$ cat src/rtl/demod_acq_ctrl.sv
// Acquisition and lock controller for the QPSK demodulator chain.
// Holds the Costas loop in reset, waits for the loop to settle, then judges
// lock from a windowed |I|-|Q| metric and gates the differential decoder.
//
// state   | meaning
// --------+------------------------------------------------------------
// IDLE    | controller disabled, Costas loop / bit sync held in reset
// SETTLE  | loop released, counting valid samples until it settles
// ACQ     | accumulating lock-metric windows, deciding lock or retry
// TRACK   | locked, decoder enabled, watching for consecutive misses
// RESTART | single-cycle loop reset before settling again
// FAIL    | too many failed windows, parked until enable drops
module demod_acq_ctrl #(
   parameter int DW         = 35,
   parameter int MW         = 12,
   parameter int SETTLE_CYC = 1024,
   parameter int WIN_SYMS   = 64,
   parameter int LOCK_THR   = 2048,
   parameter int UNLOCK_THR = 512,
   parameter int MAX_RETRY  = 7
) (
   input  logic                               clk_dds,
   input  logic                               rst,
   input  logic                               enable,
   input  logic                               sample_valid,
   input  logic                               sym_strobe,
   input  logic signed [DW-1:0]               i_data,
   input  logic signed [DW-1:0]               q_data,
   output logic                               loop_rst,
   output logic                               decoder_en,
   output logic                               locked,
   output logic                               fail,
   output logic [2:0]                         state,
   output logic [2:0]                         retry_cnt,
   output logic signed [MW+$clog2(WIN_SYMS):0] metric
);

   localparam int AW  = MW + 1 + $clog2(WIN_SYMS);
   localparam int SCW = (SETTLE_CYC > 1) ? $clog2(SETTLE_CYC) : 1;
   localparam int WCW = (WIN_SYMS > 1) ? $clog2(WIN_SYMS) : 1;

   localparam logic [SCW-1:0]       SETTLE_LAST = SCW'(SETTLE_CYC - 1);
   localparam logic [WCW-1:0]       WIN_LAST    = WCW'(WIN_SYMS - 1);
   localparam logic [2:0]           RETRY_LAST  = 3'(MAX_RETRY - 1);
   localparam logic signed [AW-1:0] LOCK_S      = AW'(LOCK_THR);
   localparam logic signed [AW-1:0] UNLOCK_S    = AW'(UNLOCK_THR);
   localparam logic signed [MW-1:0] MOST_NEG    = {1'b1, {(MW-1){1'b0}}};
   localparam logic [MW-1:0]        MAX_POS     = {1'b0, {(MW-1){1'b1}}};

   typedef enum logic [2:0] {
      ST_IDLE    = 3'd0,
      ST_SETTLE  = 3'd1,
      ST_ACQ     = 3'd2,
      ST_TRACK   = 3'd3,
      ST_RESTART = 3'd4,
      ST_FAIL    = 3'd5
   } state_t;

   state_t               state_q, state_d;
   logic [2:0]           retry_q, retry_d;
   logic                 miss_q, miss_d;
   logic [SCW-1:0]       settle_cnt_q, settle_cnt_d;
   logic [WCW-1:0]       sym_cnt_q, sym_cnt_d;
   logic signed [AW-1:0] acc_q, acc_d;
   logic signed [AW-1:0] metric_q, metric_d;
   logic                 loop_rst_q, loop_rst_d;
   logic                 locked_q, locked_d;
   logic                 fail_q, fail_d;

   logic signed [MW-1:0] i_top, q_top;
   logic [MW-1:0]        i_mag, q_mag;
   logic signed [AW-1:0] term;
   logic signed [AW-1:0] acc_sum;
   logic                 sym_acc;
   logic                 acc_active;
   logic                 win_done;
   logic                 settle_done;
   logic                 unused_lsbs;

   // Magnitude with the most-negative code clamped so it stays in range.
   function automatic logic [MW-1:0] sat_abs(input logic signed [MW-1:0] v);
      logic [MW-1:0] r;
      if (v == MOST_NEG) begin
         r = MAX_POS;
      end else if (v[MW-1]) begin
         r = $unsigned(-v);
      end else begin
         r = $unsigned(v);
      end
      return r;
   endfunction

   assign i_top       = i_data[DW-1 -: MW];
   assign q_top       = q_data[DW-1 -: MW];
   assign unused_lsbs = ^{i_data[DW-MW-1:0], q_data[DW-MW-1:0]};

   // Per-symbol lock term and window bookkeeping.
   always_comb begin
      i_mag       = sat_abs(i_top);
      q_mag       = sat_abs(q_top);
      term        = $signed({{(AW-MW){1'b0}}, i_mag}) - $signed({{(AW-MW){1'b0}}, q_mag});
      acc_sum     = acc_q + term;
      sym_acc     = sym_strobe & sample_valid;
      acc_active  = enable & ((state_q == ST_ACQ) | (state_q == ST_TRACK));
      win_done    = acc_active & sym_acc & (sym_cnt_q == '0);
      settle_done = (state_q == ST_SETTLE) & sample_valid & (settle_cnt_q == '0);
   end

   // State register plus all datapath and output flops.
   always_ff @(posedge clk_dds) begin
      if (rst) begin
         state_q      <= ST_IDLE;
         retry_q      <= '0;
         miss_q       <= 1'b0;
         settle_cnt_q <= SETTLE_LAST;
         sym_cnt_q    <= WIN_LAST;
         acc_q        <= '0;
         metric_q     <= '0;
         loop_rst_q   <= 1'b1;
         locked_q     <= 1'b0;
         fail_q       <= 1'b0;
      end else begin
         state_q      <= state_d;
         retry_q      <= retry_d;
         miss_q       <= miss_d;
         settle_cnt_q <= settle_cnt_d;
         sym_cnt_q    <= sym_cnt_d;
         acc_q        <= acc_d;
         metric_q     <= metric_d;
         loop_rst_q   <= loop_rst_d;
         locked_q     <= locked_d;
         fail_q       <= fail_d;
      end
   end

   // Next-state logic, retry accounting and the tracking miss flag.
   always_comb begin
      state_d = state_q;
      retry_d = retry_q;
      miss_d  = miss_q;
      if (!enable) begin
         state_d = ST_IDLE;
         retry_d = '0;
         miss_d  = 1'b0;
      end else begin
         case (state_q)
            ST_IDLE: begin
               state_d = ST_SETTLE;
            end
            ST_SETTLE: begin
               if (settle_done) begin
                  state_d = ST_ACQ;
               end
            end
            ST_ACQ: begin
               if (win_done) begin
                  if (acc_sum >= LOCK_S) begin
                     state_d = ST_TRACK;
                     retry_d = '0;
                     miss_d  = 1'b0;
                  end else begin
                     retry_d = retry_q + 3'd1;
                     state_d = (retry_q == RETRY_LAST) ? ST_FAIL : ST_RESTART;
                  end
               end
            end
            ST_TRACK: begin
               if (win_done) begin
                  if (acc_sum < UNLOCK_S) begin
                     if (miss_q) begin
                        state_d = ST_RESTART;
                        miss_d  = 1'b0;
                     end else begin
                        miss_d  = 1'b1;
                     end
                  end else begin
                     miss_d = 1'b0;
                  end
               end
            end
            ST_RESTART: begin
               state_d = ST_SETTLE;
            end
            ST_FAIL: begin
               state_d = ST_FAIL;
            end
            default: begin
               state_d = ST_IDLE;
            end
         endcase
      end
   end

   // Settle down-counter, symbol down-counter and window accumulator.
   always_comb begin
      settle_cnt_d = settle_cnt_q;
      sym_cnt_d    = sym_cnt_q;
      acc_d        = acc_q;
      metric_d     = metric_q;

      if (!enable || (state_q != ST_SETTLE)) begin
         settle_cnt_d = SETTLE_LAST;
      end else if (sample_valid) begin
         settle_cnt_d = (settle_cnt_q == '0) ? SETTLE_LAST : settle_cnt_q - SCW'(1);
      end

      // Outside ACQ/TRACK the window is held empty so it starts clean.
      if (!acc_active) begin
         acc_d     = '0;
         sym_cnt_d = WIN_LAST;
      end else if (sym_acc) begin
         if (win_done) begin
            metric_d  = acc_sum;
            acc_d     = '0;
            sym_cnt_d = WIN_LAST;
         end else begin
            acc_d     = acc_sum;
            sym_cnt_d = sym_cnt_q - WCW'(1);
         end
      end
   end

   // Moore outputs decoded from the upcoming state so they register with it.
   always_comb begin
      loop_rst_d = (state_d == ST_IDLE) || (state_d == ST_RESTART);
      locked_d   = (state_d == ST_TRACK);
      fail_d     = (state_d == ST_FAIL);
   end

   assign state      = state_q;
   assign retry_cnt  = retry_q;
   assign metric     = metric_q;
   assign loop_rst   = loop_rst_q;
   assign locked     = locked_q;
   assign decoder_en = locked_q;
   assign fail       = fail_q;

endmodule

$ cat config.mk
export PLATFORM = sky130hd
export DESIGN_NAME = demod_acq_ctrl
export DESIGN_NICKNAME = d
export VERILOG_FILES = /design/src/rtl/demod_acq_ctrl.sv
export SDC_FILE = /design/constraint.sdc
export NUM_CORES = 1
export LEC_CHECK = 0
export CAP_MARGIN = 20
export CORE_MARGIN = 4
export CORE_UTILIZATION = 47
export DETAILED_ROUTE_END_ITERATION = 8
export PLACE_DENSITY = 0.75
export SETUP_SLACK_MARGIN = 0.05
export SYNTH_ARGS = -nofsm -noshare
export SYNTH_HDL_FRONTEND = slang
export SYNTH_SLANG_ARGS = --single-unit
export TNS_END_PERCENT = 10
$ cat constraint.sdc
create_clock -name clk_dds -period 12.26 [get_ports clk_dds]
set_input_delay 2.452 -clock clk_dds [delete_from_list [all_inputs] [get_ports clk_dds]]
set_output_delay 2.452 -clock clk_dds [all_outputs]
set_load 0.01 [all_outputs]
==> impl_metrics.toml, run 1 <==
[run_status]
status = "complete, no violations"

[clock_tree]
insertion_delay_ns = 0.33
cts-resized-gates = 0
cts-root-buf = "clkbuf_8"
clock-sinks = 64
clk_path_buf_depth = 2
cts_tree = "done"
numCtsBuffers = 9
cts_hold_buf = 0
postCtsSetupBuffers = 0
cts.clk_slew.worst_paths_ns = 0.07
htree_levels = 3

[min_path]
hold_start = "metric[15]$_SDFFE_PP0P_"
min_path_cells = 2
min_path_type = "reg -> reg"
whs_endpoint = "metric[15]$_SDFFE_PP0P_"

[timing]
fin_crit_sh_pct = 74.0
hold_violations = 0
hold_ws_ns = 0.457
tightest_slew_ns = 1.10
finalCriticalPeriod_ns = 9.07
fin_tns_setup_ns = 0
clock_skew_ns = 0.00642
fmax_ghz = 0.110
relSlewSlack_pct = 26.2
setup_viol = 0
report.final.slew_viol_count = 0
rsz0062_at_grt = "no"

[worst_setup_path]
slowest_stage = "nor3_1"
max_stage_delay_ns = 0.66
crit_type = "in -> reg"
r2r-end = "decoder_en$_SDFF_PP0_"
worst_setup_path_end_kind = "register"
reg2reg_setup_slack_ns = 8.83
start_kind = "primary input"
critical-path-top-delay-family = "compound AO/OA/AOI/OAI gates"
worstPathRequired_ns = 12.46
arrival_ns = 9.27
worst-path-buf-inv = 2
timing.rr.start = "acc_q[4]$_SDFFE_PP0P_"
critPathMaxFanout = 9
path_depth = 27
r2r_cells = 10

[synth]
yosysSeqAreaShare_pct = 27.2
ys_async_sr_fraction_pct = 0
synth_area_um2 = 4720
syn_avg_cell_area_um2 = 7.58
synth_top_flop_cell = "dfxtp_1"
syn_nets = 736
ys.warnings.count = 0
synth.distinct_cells = 65
synth_seq_cells = 64
syn_inst = 622
synth-edff-count = 0

[route]
remaining_drc_errors = 0
drtIter0Drc = 215
routedWlPerCell_um = 14.0
firstDrtPassIters = 4
totalWireLength_um = 11200
vias = 4549
antenna_left = 0
vias_per_cell = 5.67

[flow_run]
maxCapViolCount = 0

[finish]
finish.utilization_pct = 56.8
drive_gt1_share_pct = 4.93
final_cell_mix = "nand2_1 (103), dfxtp_1 (64), nor2_1 (62), clkdlybuf4s50_1 (57), a21oi_1 (54)"
mostFrequentLayoutCell = "nand2_1"
synthToLayoutAreaGrowth_pct = 17.6
nets = 779
fin_area_um2 = 5550
antenna_cells = 0

[floorplan]
core_area_um2 = 9770
die_w_um = 108
num_rows = 36
initial_core_util_pct = 48.2
ios = 104
die_h_um = 108
die_area_um2 = 11700

[placed_design]
place.gp.congestion = 0.962
placed_area_um2 = 5350
hpwl_um = 8910
io_buffers = 57

[global_routing]
grt_start_max_net_pins = 28
gr-total-overflow = 0
grt_pass1_wl_um = 19000
antenna_found_initial = 0
grt_pass1_vias = 4262
grt_use_total_pct = 19.5

[pwr]
power.density_nw_per_um2 = 107
leakage_uw = 0.00214
peakVddDrop_mv = 0.0730
==> worst register-to-register path, stage by stage (launching register included) <==
cell and delay [ns]:
dfxtp_1 0.32, ha_1 0.37, a21o_1 0.25, a31o_1 0.22, o211a_1 0.23, a211oi_1 0.56
o221ai_1 0.29, nor4_2 0.47, a31oi_1 0.08, o31ai_1 0.38, a211oi_1 0.14
==> sequential cells by signal, indices dropped and copies added, names as in the netlist <==
name,flops
acc_q,19
metric,19
settle_cnt_q,10
sym_cnt_q,6
retry_cnt,3
state,3
decoder_en,1
fail,1
loop_rst,1
miss_q,1
==> layer usage <==
layer,track usage [%],wire length [um],vias up
li1,-,-,2309
met1,25.9,5210,2107
met2,31.7,5240,108
met3,3.28,491,25
met4,7.57,302,0
met5,0,0,-
==> area by class of cell <==
type | count | area [um2]
clock buffer | 13 | 159
tap | 133 | 166
clock inverter | 3 | 40.0
multi-input combinational | 512 | 3250
sequential | 64 | 1280
inverter | 20 | 75.1
fill | 923 | 4230
timing repair buffer | 58 | 578
==> worst max path at each step <==
| stage | endpoint | from |
|---|---|---|
| floorplan | loop_rst$_SDFF_PP1_ | q_data[24] |
| global placement | fail$_SDFF_PP0_ | q_data[23] |
| detailed placement | decoder_en$_SDFF_PP0_ | q_data[23] |
| CTS | decoder_en$_SDFF_PP0_ | q_data[23] |
| global route | decoder_en$_SDFF_PP0_ | q_data[23] |
| finish | decoder_en$_SDFF_PP0_ | q_data[23] |
==> cell families after synthesis <==
family	after synthesis	synth area share (%)
fa+ha+maj	39	10.7
simple gates	265	26.7
compound gates	165	23.5
xor+xnor	42	7.80
flops	64	27.2
mux	1	0.239
buf+inv	46	3.95
==> synth_stat cells, types with 5 or more instances <==
cell,n,area [um2]
inv_1,20,75.1
o21ai_0,27,135
nor2_1,62,233
nor2b_1,9,56.3
ha_1,37,463
buf_2,6,30.0
xnor2_1,27,236
nand2_1,103,387
nor3_1,16,80.1
a211oi_1,5,37.5
dfxtp_1,64,1280
and3_1,6,37.5
nand3_1,16,80.1
a22oi_1,16,120
xor2_1,15,131
nor3b_1,5,37.5
a21oi_1,54,270
o31ai_1,7,52.6
a21o_1,8,60.1
or3_1,11,68.8
and2_1,6,37.5
clkbuf_1,17,63.8
nand2b_1,5,31.3
and4_1,5,43.8
==> through the flow <==
| step | total power, uW | std cells | setup WS [ns] |
|---|---|---|---|
| after global placement | 411 | 787 | 3.06 |
| after floorplan | 370 | 622 | 4.42 |
| final | 593 | 803 | 3.19 |
| after CTS | 596 | 803 | 3.26 |
| after global routing | 628 | 803 | 2.34 |
| after detailed placement | 416 | 787 | 2.93 |
==> power by group <==
part / internal (uW) / switching (uW) / leakage, uW
registers: 208 / 0.398 / 0.000517
logic: 82.7 / 121 / 0.00152
clock network: 104 / 75.8 / 0.000103
total: 395 / 198 / 0.00214
Note: power is estimated with default switching activity, not from simulation.
==> run 2, diff against run 1 <==
--- a/config.mk
+++ b/config.mk
@@ -9,7 +9,7 @@
 export CORE_MARGIN = 4
 export CORE_UTILIZATION = 47
 export DETAILED_ROUTE_END_ITERATION = 8
-export PLACE_DENSITY = 0.75
+export PLACE_DENSITY = 0.78
 export SETUP_SLACK_MARGIN = 0.05
 export SYNTH_ARGS = -nofsm -noshare
 export SYNTH_HDL_FRONTEND = slang
==> constraint.sdc (replaced) <==
create_clock -name clk_dds -period 7.3 [get_ports clk_dds]
set_input_delay 1.46 -clock clk_dds [delete_from_list [all_inputs] [get_ports clk_dds]]
set_output_delay 1.46 -clock clk_dds [all_outputs]
set_load 0.01 [all_outputs]
==> impl_metrics.toml, run 2 (synthesis results as in run 1) <==
[run_status]
status = "complete, no violations"

[clock_tree]
cts.clk_slew.worst_paths_ns = 0.07
insertion_delay_ns = 0.33
postCtsSetupBuffers = 0
clock-sinks = 64
htree_levels = 3
numCtsBuffers = 9
cts-root-buf = "clkbuf_8"
cts_tree = "done"
clk_path_buf_depth = 2
cts_hold_buf = 0

[route]
vias = 4741
routedWlPerCell_um = 14.0
firstDrtPassIters = 5
vias_per_cell = 5.61
antenna_left = 0
remaining_drc_errors = 0
totalWireLength_um = 11800
drtIter0Drc = 266

[worst_setup_path]
r2r-end = "fail$_SDFF_PP0_"
worstPathRequired_ns = 7.54
arrival_ns = 7.20
slowest_stage = "clkdlybuf4s50_1"
reg2reg_setup_slack_ns = 4.06
endpoint = "fail$_SDFF_PP0_"
worst_setup_path_end_kind = "register"
start_kind = "primary input"
timing.rr.start = "acc_q[0]$_SDFFE_PP0P_"
r2r_cells = 11
critPathMaxFanout = 8
crit_type = "in -> reg"
max_stage_delay_ns = 0.45
crit_top_cell = "ha_1"
crit_start = "q_data[24]"

[finish]
antenna_cells = 0
final_cell_mix = "nand2_1 (103), dfxtp_1 (64), nor2_1 (62), clkdlybuf4s50_1 (57), a21oi_1 (53)"
drive_gt1_share_pct = 11.2
mostFrequentLayoutCell = "nand2_1"
nets = 821
synthToLayoutAreaGrowth_pct = 25.0
layout.cells.non_filler = 845
fin_area_um2 = 5900

[timing]
hold_violations = 0
fin_crit_sh_pct = 95.4
fmax_ghz = 0.144
finalCriticalPeriod_ns = 6.96
relSlewSlack_pct = 38.4
setup_viol = 0
fin_tns_setup_ns = 0
report.final.slew_viol_count = 0
tightest_slew_ns = 0.921
rsz0062_at_grt = "no"
clock_skew_ns = 0.00818

[pwr]
power.density_nw_per_um2 = 178
leakage_uw = 0.00236
peakVddDrop_mv = 0.0955

[placed_design]
place.gp.congestion = 0.945
io_buffers = 57
placed_area_um2 = 5660
hpwl_um = 9390
dp_cells = 828

[floorplan]
die_h_um = 108
initial_core_util_pct = 48.2
ios = 104
die_w_um = 108
die_area_um2 = 11700
num_rows = 36
core_area_um2 = 9770

[min_path]
min_path_type = "reg -> reg"

[global_routing]
grt_start_max_net_pins = 28
grt_pass1_wl_um = 19500
antenna_found_initial = 0
gr-total-overflow = 0
grt_pass1_vias = 4385
grt_use_total_pct = 20.0

[flow_run]
maxCapViolCount = 0
[run 2: power by group]
part | total, uW | internal, uW | switching [uW]
logic | 393 | 177 | 217
registers | 350 | 350 | 0.678
clock network | 303 | 176 | 128
[run 2: routing by layer]
layer	track usage [%]	wire [um]	up-vias
met3	2.81	426	11
li1	-	-	2402
met2	35.8	5990	97
met4	4.24	112	0
met5	0	0	-
met1	25.4	5290	2231
[run 2: worst min path at each step]
stage | startpoint | to | slack, ns | cells past startpoint
CTS | metric[17]$_SDFFE_PP0P_ | metric[17]$_SDFFE_PP0P_ | 0.46 | 2
global route | metric[9]$_SDFFE_PP0P_ | metric[9]$_SDFFE_PP0P_ | 0.47 | 2
global placement | metric[15]$_SDFFE_PP0P_ | metric[15]$_SDFFE_PP0P_ | 0.44 | 2
finish | metric[12]$_SDFFE_PP0P_ | metric[12]$_SDFFE_PP0P_ | 0.46 | 2
detailed placement | metric[17]$_SDFFE_PP0P_ | metric[17]$_SDFFE_PP0P_ | 0.45 | 2
floorplan | acc_q[0]$_SDFFE_PP0P_ | acc_q[0]$_SDFFE_PP0P_ | 0.44 | 2
[run 2: cell type report]
| class | count | area [um2] |
|---|---|---|
| tap | 133 | 166 |
| inverter | 20 | 75.1 |
| clock buffer | 13 | 159 |
| fill | 888 | 3880 |
| timing repair buffer | 100 | 893 |
| sequential | 64 | 1280 |
| multi-input combinational | 512 | 3280 |
| clock inverter | 3 | 40.0 |
[run 2: worst max-delay path: cells and delay by family]
kind / cells / cell delay [ns]
buffers and inverters: 5 / 0.96
and+or+nand+nor: 9 / 1.76
xor gates and xnor gates: 1 / 0.14
adders and majority gates: 4 / 1.09
AOI/OAI and AO/OA: 7 / 1.79
[run 2: metrics by stage]
stage / total power, uW / util, % / worst slack [ns] / hold slack (ns)
after floorplan: 621 / - / 0.457 / 0.436
after global placement: 732 / 57.9 / -0.0638 / 0.442
after detailed placement: 741 / 57.9 / -0.251 / 0.450
after CTS: 1040 / 59.9 / 0.0522 / 0.460
after global routing: 1110 / 60.3 / 0.0590 / 0.474
final: 1050 / 60.3 / 0.338 / 0.458
[run 2: what timing repair did]
item	CTS	global route
gates resized for setup	0	10
setup endpoints to repair	0	12
hold endpoints to repair	0	0
